### config.mk
export PLATFORM = sky130hd
export DESIGN_NAME = cache_controller
export DESIGN_NICKNAME = d
export VERILOG_FILES = /design/src/rtl/cache_controller_pkg.sv /design/src/rtl/cache_controller_sat_counter.sv /design/src/rtl/cache_controller.sv
export SDC_FILE = /design/constraint.sdc
export NUM_CORES = 1
export LEC_CHECK = 0
export ABC_AREA = 1
export ABC_CLOCK_PERIOD_IN_PS = 2600
export CORE_AREA = 2 2 150 152
export CTS_BUF_LIST = sky130_fd_sc_hd__clkbuf_4
export CTS_CLUSTER_SIZE = 24
export DETAILED_ROUTE_END_ITERATION = 10
export DIE_AREA = 0 0 152 154
export GPL_ROUTABILITY_DRIVEN = 1
export GPL_TIMING_DRIVEN = 0
export SLEW_MARGIN = 20
export SYNTH_ARGS = -nofsm -noshare
export SYNTH_HDL_FRONTEND = slang
export SYNTH_SLANG_ARGS = --single-unit
### constraint.sdc
create_clock -name clk -period 2.6 [get_ports clk]
set_clock_uncertainty 0.1 [all_clocks]
set_input_delay 0.39 -clock clk [delete_from_list [all_inputs] [get_ports clk]]
set_output_delay 0.39 -clock clk [all_outputs]
set_load 0.02 [all_outputs]
### src/rtl/cache_controller_pkg.sv
// Shared types and constants for the MEM-stage cache controller.
// Holds the FSM state encoding, the data-memory base and the cache address field layout.
package cache_controller_pkg;

  typedef enum logic [1:0] {
    IDLE    = 2'd0,
    RD_MISS = 2'd1,
    WR_WAIT = 2'd2
  } state_t;

  localparam int unsigned DATA_BASE = 1024;

  // Word address into the cache: {tag, index, word-in-line}
  localparam int unsigned TAG_MSB  = 16;
  localparam int unsigned TAG_LSB  = 7;
  localparam int unsigned IDX_MSB  = 6;
  localparam int unsigned IDX_LSB  = 1;
  localparam int unsigned WORD_BIT = 0;
  localparam int unsigned CADDR_W  = TAG_MSB + 1;

endpackage

### src/rtl/cache_controller_sat_counter.sv
// Saturating up-counter with synchronous clear; holds at all-ones instead of wrapping.
module sat_counter #(
  parameter int unsigned W = 16
) (
  input  logic         clk,
  input  logic         clr,
  input  logic         inc,
  output logic [W-1:0] count
);

  always_ff @(posedge clk) begin
    if (clr) begin
      count <= '0;
    end else if (inc && (count != {W{1'b1}})) begin
      count <= count + W'(1);
    end
  end

endmodule

### src/rtl/cache_controller.sv
// Load/store controller between the MEM stage and a 2-way data cache backed by SRAM.
// Loads hit in zero cycles, misses fetch a 64-bit line; stores write through and invalidate.
module cache_controller
  import cache_controller_pkg::*;
#(
  parameter int unsigned DATA_BASE = cache_controller_pkg::DATA_BASE,
  parameter int unsigned CNT_W     = 16
) (
  input  logic               clk,
  input  logic               rst,
  input  logic               mem_r_en,
  input  logic               mem_w_en,
  input  logic [31:0]        mem_addr,
  input  logic [31:0]        mem_wdata,
  output logic [31:0]        mem_rdata,
  output logic               ready,
  output logic [CADDR_W-1:0] cache_addr,
  output logic               cache_r_en,
  output logic               cache_w_en,
  output logic               cache_invoke_en,
  output logic [63:0]        cache_wdata,
  input  logic               cache_hit,
  input  logic [31:0]        cache_rdata,
  output logic               sram_r_en,
  output logic               sram_w_en,
  output logic [31:0]        sram_addr,
  output logic [31:0]        sram_wdata,
  input  logic [63:0]        sram_rdata,
  input  logic               sram_ready,
  output logic [CNT_W-1:0]   hit_cnt,
  output logic [CNT_W-1:0]   miss_cnt
);

  state_t state, next_state;
  logic   hit_inc, miss_inc;

  assign cache_addr = CADDR_W'((mem_addr - 32'(DATA_BASE)) >> 2);
  assign sram_addr  = mem_addr;
  assign sram_wdata = mem_wdata;

  always_ff @(posedge clk) begin
    if (rst) begin
      state <= IDLE;
    end else begin
      state <= next_state;
    end
  end

  // Outputs are decoded from state and request; reset suppresses every side effect.
  always_comb begin
    next_state      = state;
    ready           = 1'b1;
    mem_rdata       = '0;
    cache_r_en      = 1'b0;
    cache_w_en      = 1'b0;
    cache_invoke_en = 1'b0;
    cache_wdata     = '0;
    sram_r_en       = 1'b0;
    sram_w_en       = 1'b0;
    hit_inc         = 1'b0;
    miss_inc        = 1'b0;
    if (!rst) begin
      unique case (state)
        IDLE: begin
          if (mem_w_en) begin
            ready           = 1'b0;
            sram_w_en       = 1'b1;
            cache_invoke_en = cache_hit;
            next_state      = WR_WAIT;
          end else if (mem_r_en) begin
            if (cache_hit) begin
              cache_r_en = 1'b1;
              mem_rdata  = cache_rdata;
              hit_inc    = 1'b1;
            end else begin
              ready      = 1'b0;
              sram_r_en  = 1'b1;
              miss_inc   = 1'b1;
              next_state = RD_MISS;
            end
          end
        end
        RD_MISS: begin
          sram_r_en = 1'b1;
          ready     = 1'b0;
          if (sram_ready) begin
            cache_w_en  = 1'b1;
            cache_wdata = sram_rdata;
            mem_rdata   = cache_addr[WORD_BIT] ? sram_rdata[63:32] : sram_rdata[31:0];
            ready       = 1'b1;
            next_state  = IDLE;
          end
        end
        WR_WAIT: begin
          sram_w_en = 1'b1;
          ready     = 1'b0;
          if (sram_ready) begin
            ready      = 1'b1;
            next_state = IDLE;
          end
        end
        default: next_state = IDLE;
      endcase
    end
  end

  sat_counter #(.W(CNT_W)) u_hit_cnt (
    .clk   (clk),
    .clr   (rst),
    .inc   (hit_inc),
    .count (hit_cnt)
  );

  sat_counter #(.W(CNT_W)) u_miss_cnt (
    .clk   (clk),
    .clr   (rst),
    .inc   (miss_inc),
    .count (miss_cnt)
  );

endmodule

==> results by group, run 1 <==
Logic synthesis
  – Mean Syn Cell Area: ~5.7 um2
  – Post-Syn Instances: 716
  – Post-Syn Area: 0.00405 mm2
  – Ranking of synthesized cells by area: dfxtp_1, buf_4, nor2_1
  – Top-area cell type share of the netlist area: 0.168
  – Synth cell types: 32
  – FF+latch count, synth: 34
  – YS warnings: 0
  – Sequential cell area fraction in the yosys report: 0.168
  – Cell taking the most area after synthesis: dfxtp_1
  – Syn Nets: 889

Worst hold path
  – HP Start: state[0]
  – Worst Hold Endpoint: state[0]
  – Hold depth: 2
  – Hold crit path type: reg -> reg

Clock network
  – CTS sink count: 34
  – Clock Tree Buf Depth: 2
  – CTS buffer count: 5
  – CTS tree: done
  – Cts hold-fix bufs: 0
  – Clk_lat worst skew: between 300 and 400 ps
  – Clk slew on worst S/H paths: 120 ps
  – Root buffer cell: clkbuf_4
  – H-tree Lvls: 2

Job
  – Max cap viols: 0

Global routing
  – Initial antenna violation count: 3
  – Number of global-route vias before repair: 5,209
  – Global-route wire length before repair: 30,800 um
  – Remaining Overflow, GRT: 0
  – Largest net degree at the start of global routing: 12
  – Global Route Usage Sum: 0.165

Pwr
  – Combinational cell fraction of total power: 0.522
  – Maximum VDD drop: just over 0.2 mV
  – P_sw: 798 uW
  – Part of the power in registers: 0.250
  – Pleak: ~3.5 nW
  – Clk pwr share: 0.228
  – Total power: about 2.2 mW
  – Cell Int Power: 1.37 mW
  – Sw Ratio: 0.368
  – Cell Pwr Density: 284 mW/mm2

Route
  – 1st-iter DRT viols: 267
  – Via count: 5,502
  – Post-route ant nets: 0
  – 1st-pass router iterations: 5
  – Final WL: 20,600 um
  – DR vias/cell: 4.13
  – DRC: 0
  – Average wire per standard cell: 15.5 um

Setup path
  – R2R Path End: u_miss_cnt.count[3]
  – CP startpoint kind: primary input
  – R2R Setup Slk: 770 ps
  – Cell repeated most along the worst path: clkdlybuf4s50_1
  – CP arrival: 2030 ps
  – Worst path max stage delay: 630 ps
  – FF-to-FF path depth: 10
  – Crit path kind: in -> out
  – CP cell instances: clkdlybuf4s50_1, inv_1, ha_1, nand2_1, xnor2_1, clkdlybuf4s50_1
  – Critical Path Fanout Max: 4
  – Req. time, crit path: between 2000 and 2500 ps
  – R2R Path Start: state[1]
  – Crit end category: primary output
  – CP max-delay cell: clkdlybuf4s50_1

Die
  – IO Pins: 381
  – Initial core utilization: 0.187
  – Row count: 54
  – Core area: 0.0217 mm2
  – Die Y: 154 um
  – Chip width: 152 um
  – Die area: 0.0234 mm2

Timing
  – Post-Route Setup TNS: 0 ps
  – Headroom to the max-slew limit: 0.627
  – Crit path time final: 2520 ps
  – Fmax: 397 MHz
  – RSZ-0062 raised after global routing: true
  – Final Slew Violations: 0
  – Setup-failing EPs final: 0
  – Final period util: 0.968
  – Final Hold Vio Count: 0
  – Worst slew pin tran: 560 ps

Run status
  – Status: finished clean

Final layout
  – Most frequent cells in the layout: clkdlybuf4s50_1, nor2_1, nand2_1
  – Layout cells sized above 1: 0.223
  – Fin nets: 1,224
  – Fillcell total: 2,416
  – Final Util: 0.352
  – Area grow syn2layout: 88.9%
  – Commonest non-fill, non-tap cell in the layout: clkdlybuf4s50_1
  – Design area: about 0.0076 mm2

Placement
  – PortBufs: 325
  – Placed cell areas: 0.00765 mm2
  – Placed wire-length estimate: 17,400 um
  – Gp weighted congestion: between 0.8 and 0.9
[per-layer routing]
layer	global-route usage	part of all wire
met1	0.200	0.41
met2	0.296	0.50
met3	0.0471	0.078
met4	0.0223	0.0092
met5	0	0.0013
[sequential cells by signal (all words and copies together) (netlist names)]
| name | count |
|---|---|
| u_hit_cnt.count | 16 |
| u_miss_cnt.count | 16 |
| state | 2 |
[cell usage after synthesis (all sizes together)]
library cell	n
nor2	153
nand2	138
inv	110
buf	84
a21oi	82
o21ai	38
dfxtp	34
nand3	29
clkbuf	15
ha	7
nand4	6
nor3	5
xnor2	5
xor2	4
a31oi	3
a32o	1
and2	1
nand3b	1
[power by group through the flow]
stage	Combinational, mW	Sequential, mW	Clock [mW]
after floorplan	0.558	0.553	0
after global placement	1.14	0.552	0
after detailed placement	1.14	0.552	0
after CTS	1.12	0.541	0.512
after global routing	1.22	0.545	0.535
final	1.13	0.543	0.496
[cells by family (layout without fill, tap and decap cells)]
| group | Yosys count | in the layout | share of synthesized area |
|---|---|---|---|
| xor gates and xnor gates | 9 | 9 | 0.0195 |
| other | 0 | 1 | 0 |
| and+or+nand+nor | 333 | 333 | 0.365 |
| buffers and inverters | 209 | 545 | 0.267 |
| adders and majority gates | 7 | 7 | 0.0216 |
| AOI/OAI and AO/OA | 124 | 124 | 0.158 |
| DFF | 34 | 34 | 0.168 |
[how the worst max path moves through the flow]
stage / cells after the start / to / startpoint
6_report: 6 / cache_addr[12] / mem_addr[10]
5_1_grt: 5 / mem_rdata[14] / rst
3_5_place_dp: 7 / cache_wdata[31] / sram_ready
4_1_cts: 10 / mem_rdata[14] / state[0]
2_1_floorplan: 7 / cache_wdata[53] / state[1]
3_3_place_gp: 7 / cache_wdata[31] / sram_ready
[stage by stage]
stage | worst slack (ps) | hold slack, ps | cells
global route | -27.6 | 435 | 1332
finish | 82.1 | 404 | 1333
floorplan | 448 | 395 | 716
global placement | -634 | 423 | 1321
CTS | -31.7 | 437 | 1330
detailed placement | -638 | 415 | 1321
[layout make-up]
cell class,instances,area (um2),area share
inverters,110,423,0.0553
flip-flops and latches,34,683,0.0894
well taps,280,350,0.0458
clock inverters,3,63.8,0.00835
repair buffers,328,3010,0.394
multi-input cells,473,2330,0.305
clock buffers,5,37.5,0.00491
plain buffers,99,737,0.0964
diodes,1,2.50,0.000327
[repair_timing]
item                       CTS  global route
setup endpoints to repair  103            93
buffers inserted             1             2
pin swaps                    0             3
gates resized for setup    310            64
[critical path: cells and delay by family]
kind,cells,cell delay (ps)
buffers and inverters,3,1190
adder cells (fa/ha/maj),1,240
XOR/XNOR,1,110
AND/OR/NAND/NOR,1,90
(Power assumes the default switching activity.)
==> inputs of run 2 (changes only) <==
Settings changed: CORE_AREA 2 2 150 152 to 2 2 147 149, DIE_AREA 0 0 152 154 to 0 0 149 151, SKIP_LAST_GASP set to 1, SYNTH_HIERARCHICAL set to 1.
==> run 2 against run 1 <==
  * Sequential share of layout area fell by 0.11 points
  * Largest power group unchanged
  * Sequential cell count unchanged
  * Register-to-register slack got worse by 500 ps
  * Highest routed layer unchanged
  * Worst setup slack lost 12 ps
  * Area after synthesis rose by 5.0%
  * First-iteration DRC count shrank 2.6%
  * Power shrank 24%
  * Sequential power down 2%
  * Synthesized cell count grew 3.1%
  * Critical path type unchanged
==> results by group, run 2 <==
Timing
  – Worst slew pin tran: roughly 330 ps
  – RSZ-0062 raised after global routing: true
  – Final period util: 0.973
  – Final WS setup: about 70 ps
  – Hold_ws: approximately 390 ps
  – Headroom to the max-slew limit: 0.780
  – Fmax: 395 MHz
  – Final Hold Vio Count: 0
  – Crit path time final: roughly 2500 ps
  – Final Slew Violations: 0
  – Setup-failing EPs final: 0

Final layout
  – Design area: 0.00771 mm2
  – Most frequent cells in the layout: clkdlybuf4s50_1, nand2_1, nor2_1
  – Diode count: 0
  – Largest regs: u_hit_cnt/count x16, u_miss_cnt/count x16, state x2
  – Area grow syn2layout: 81.4%
  – Fin nets: 1,245
  – Commonest non-fill, non-tap cell in the layout: clkdlybuf4s50_1
  – Layout cells sized above 1: 0.183

Global routing
  – Met2 usage: 0.291
  – Remaining Overflow, GRT: 0
  – Initial antenna violation count: 1
  – GR Util met1: 0.208
  – GR peak layer: met2
  – Met3 GRT Util: 0.0476
  – Number of global-route vias before repair: 5,213
  – Global-route wire length before repair: 29,100 um
  – Global Route Usage Sum: 0.166
  – Largest net degree at the start of global routing: 11

Pwr
  – Maximum VDD drop: roughly 0.12 mV
  – Sw Ratio: 0.356
  – Cell Int Power: roughly 1.1 mW
  – Cell Pwr Density: 213 mW/mm2
  – Pleak: 3.73 nW
  – Part of the power in registers: 0.322
  – Combinational cell fraction of total power: 0.492
  – P_sw: 585 uW
  – Clk pwr share: 0.186

Logic synthesis
  – FF+latch count, synth: 34
  – YS warnings: 6
  – Post-synth EDFFs: 0
  – Top-area cell type share of the netlist area: 0.160
  – Fraction of registers with async set/reset: 0
  – Count leader, synth: nor2_1
  – Commonest cells in the synthesized netlist: nor2_1, nand2_1, inv_1
  – Ranking of synthesized cells by area: dfxtp_1, nor2_1, nand2_1
  – Cell taking the most area after synthesis: dfxtp_1
  – Syn Nets: roughly 910
  – Post-Syn Instances: 738
  – Synth cell types: 28
  – Sequential cell area fraction in the yosys report: 0.160
  – Main synth FF type: dfxtp_1
  – Post-Syn Area: 0.00425 mm2
  – Mean Syn Cell Area: between 5 and 6 um2

Placement
  – PortBufs: 325
  – Placed wire-length estimate: ~17,000 um
  – Placed cell areas: 0.00785 mm2
  – Gp weighted congestion: 0.855
  – Pre-CTS setup slack: -697 ps

Setup path
  – FF-to-FF path depth: 13
  – CP cell instances: clkdlybuf4s50_1, inv_1, ha_1, xor2_1, clkdlybuf4s50_1
  – Req. time, crit path: between 2000 and 2500 ps
  – Worst path max stage delay: between 600 and 700 ps
  – CP max-delay cell: clkdlybuf4s50_1
  – Crit path kind: in -> out
  – Cell repeated most along the worst path: clkdlybuf4s50_1
  – CP arrival: a little over 2000 ps
  – R2R Setup Slk: 270 ps
  – R2R Path Start: state[0]
  – CP startpoint kind: primary input
  – Crit end category: primary output
  – Critical Path Fanout Max: 4
  – R2R Path End: u_miss_cnt/count[14]

Clock network
  – Cts hold-fix bufs: 0
  – Clock Tree Buf Depth: 2
  – CTS tree: done
  – CTS sink count: 34
  – Root buffer cell: clkbuf_4
  – CTS buffer count: 5
  – H-tree Lvls: 2
  – Clk slew on worst S/H paths: 110 ps
  – Clk_lat worst skew: 350 ps

Die
  – Initial core utilization: 0.204
  – Die Y: 151 um
  – Chip width: 149 um
  – Die area: around 0.022 mm2
  – IO Pins: 381
  – Row count: 53
  – Core area: about 0.021 mm2

Route
  – 1st-iter DRT viols: 260
  – Via count: 5,621
  – DR vias/cell: 4.17
  – 1st-pass router iterations: 4
  – Final WL: 20,000 um
  – DRC: 0
  – Post-route ant nets: 0
  – Average wire per standard cell: 14.8 um

Worst hold path
  – Worst Hold Endpoint: u_miss_cnt/count[12]
  – Hold depth: 2
  – HP Start: rst
  – Hold crit path type: in -> reg

Run status
  – Status: finished clean

Job
  – Max cap viols: 0
[run 2: cell count changes in the layout (fill, tap and decap cells not counted), sizes merged, moves of 3 or more]
cell	delta
dlygate4sd2	+56
o21ai	-35
a21oi	-33
nand3	+33
o211ai	+32
clkdlybuf4s15	-27
buf	-21
nor2	+21
nand2	+14
xnor2	-4
a31oi	-3
nor3	-3
[run 2: critical path: cells and delay by family]
family | cells | cell delay, ps
adder cells (fa/ha/maj) | 1 | 240
XOR/XNOR | 1 | 190
buffers and inverters | 3 | 1230
[run 2: logic make-up (layout without fill, tap and decap cells)]
family / after synthesis / count (layout) / synth area share
AOI/OAI and AO/OA: 84 / 84 / 0.119
xor gates and xnor gates: 4 / 4 / 0.00824
adders and majority gates: 7 / 7 / 0.0206
buffers and inverters: 211 / 546 / 0.281
DFF: 34 / 34 / 0.160
and+or+nand+nor: 398 / 398 / 0.412
[run 2: repair_timing]
item,4_1_cts,5_1_grt
gates resized for setup,130,75
endpoints found under the setup margin,115,55
setup buffers,2,0
pin swaps,1,1
hold endpoints to repair,0,0
[run 2: worst max path at each step]
stage,slack [ps],endpoint,cells past startpoint,startpoint
global placement,-690,cache_r_en,5,rst
floorplan,10,u_hit_cnt/count[13],10,rst
detailed placement,-700,cache_r_en,5,rst
finish,70,cache_addr[10],5,mem_addr[10]
CTS,2,mem_rdata[5],8,state[0]
global route,-30,mem_rdata[26],8,state[0]
[run 2: layout make-up]
| cell class | instances | area (um2) |
|---|---|---|
| buffer | 103 | 801 |
| clock buffer | 6 | 45.0 |
| clock inverter | 2 | 8.76 |
| fill | 2295 | 13100 |
| inverter | 108 | 408 |
| multi-input combinational | 493 | 2400 |
| sequential | 34 | 681 |
| tap | 275 | 344 |
| timing repair buffer | 327 | 3020 |
[run 2: routing by layer]
layer	routed length, um	vias to the layer above
met5	13	-
met3	1760	15
met4	133	2
met2	9610	231
met1	8460	2488
li1	-	2885
[run 2: power groups by stage]
stage          Combinational (mW)  Clock (mW)  Sequential (mW)
2_1_floorplan               0.384           0            0.543
3_3_place_gp                0.817           0            0.542
3_5_place_dp                0.819           0            0.542
4_1_cts                     0.815       0.323            0.530
5_1_grt                     0.867       0.338            0.531
6_report                    0.809       0.306            0.530
[run 2: metrics by stage]
stage                     cells  TNS (ps)  utilization  power (mW)
after floorplan             738         0            -       0.928
after detailed placement   1338    -38670        0.377        1.36
after global routing       1348     -37.9        0.370        1.74
after CTS                  1348         0        0.376        1.67
after global placement     1338    -38350        0.377        1.36
final                      1348         0        0.370        1.64
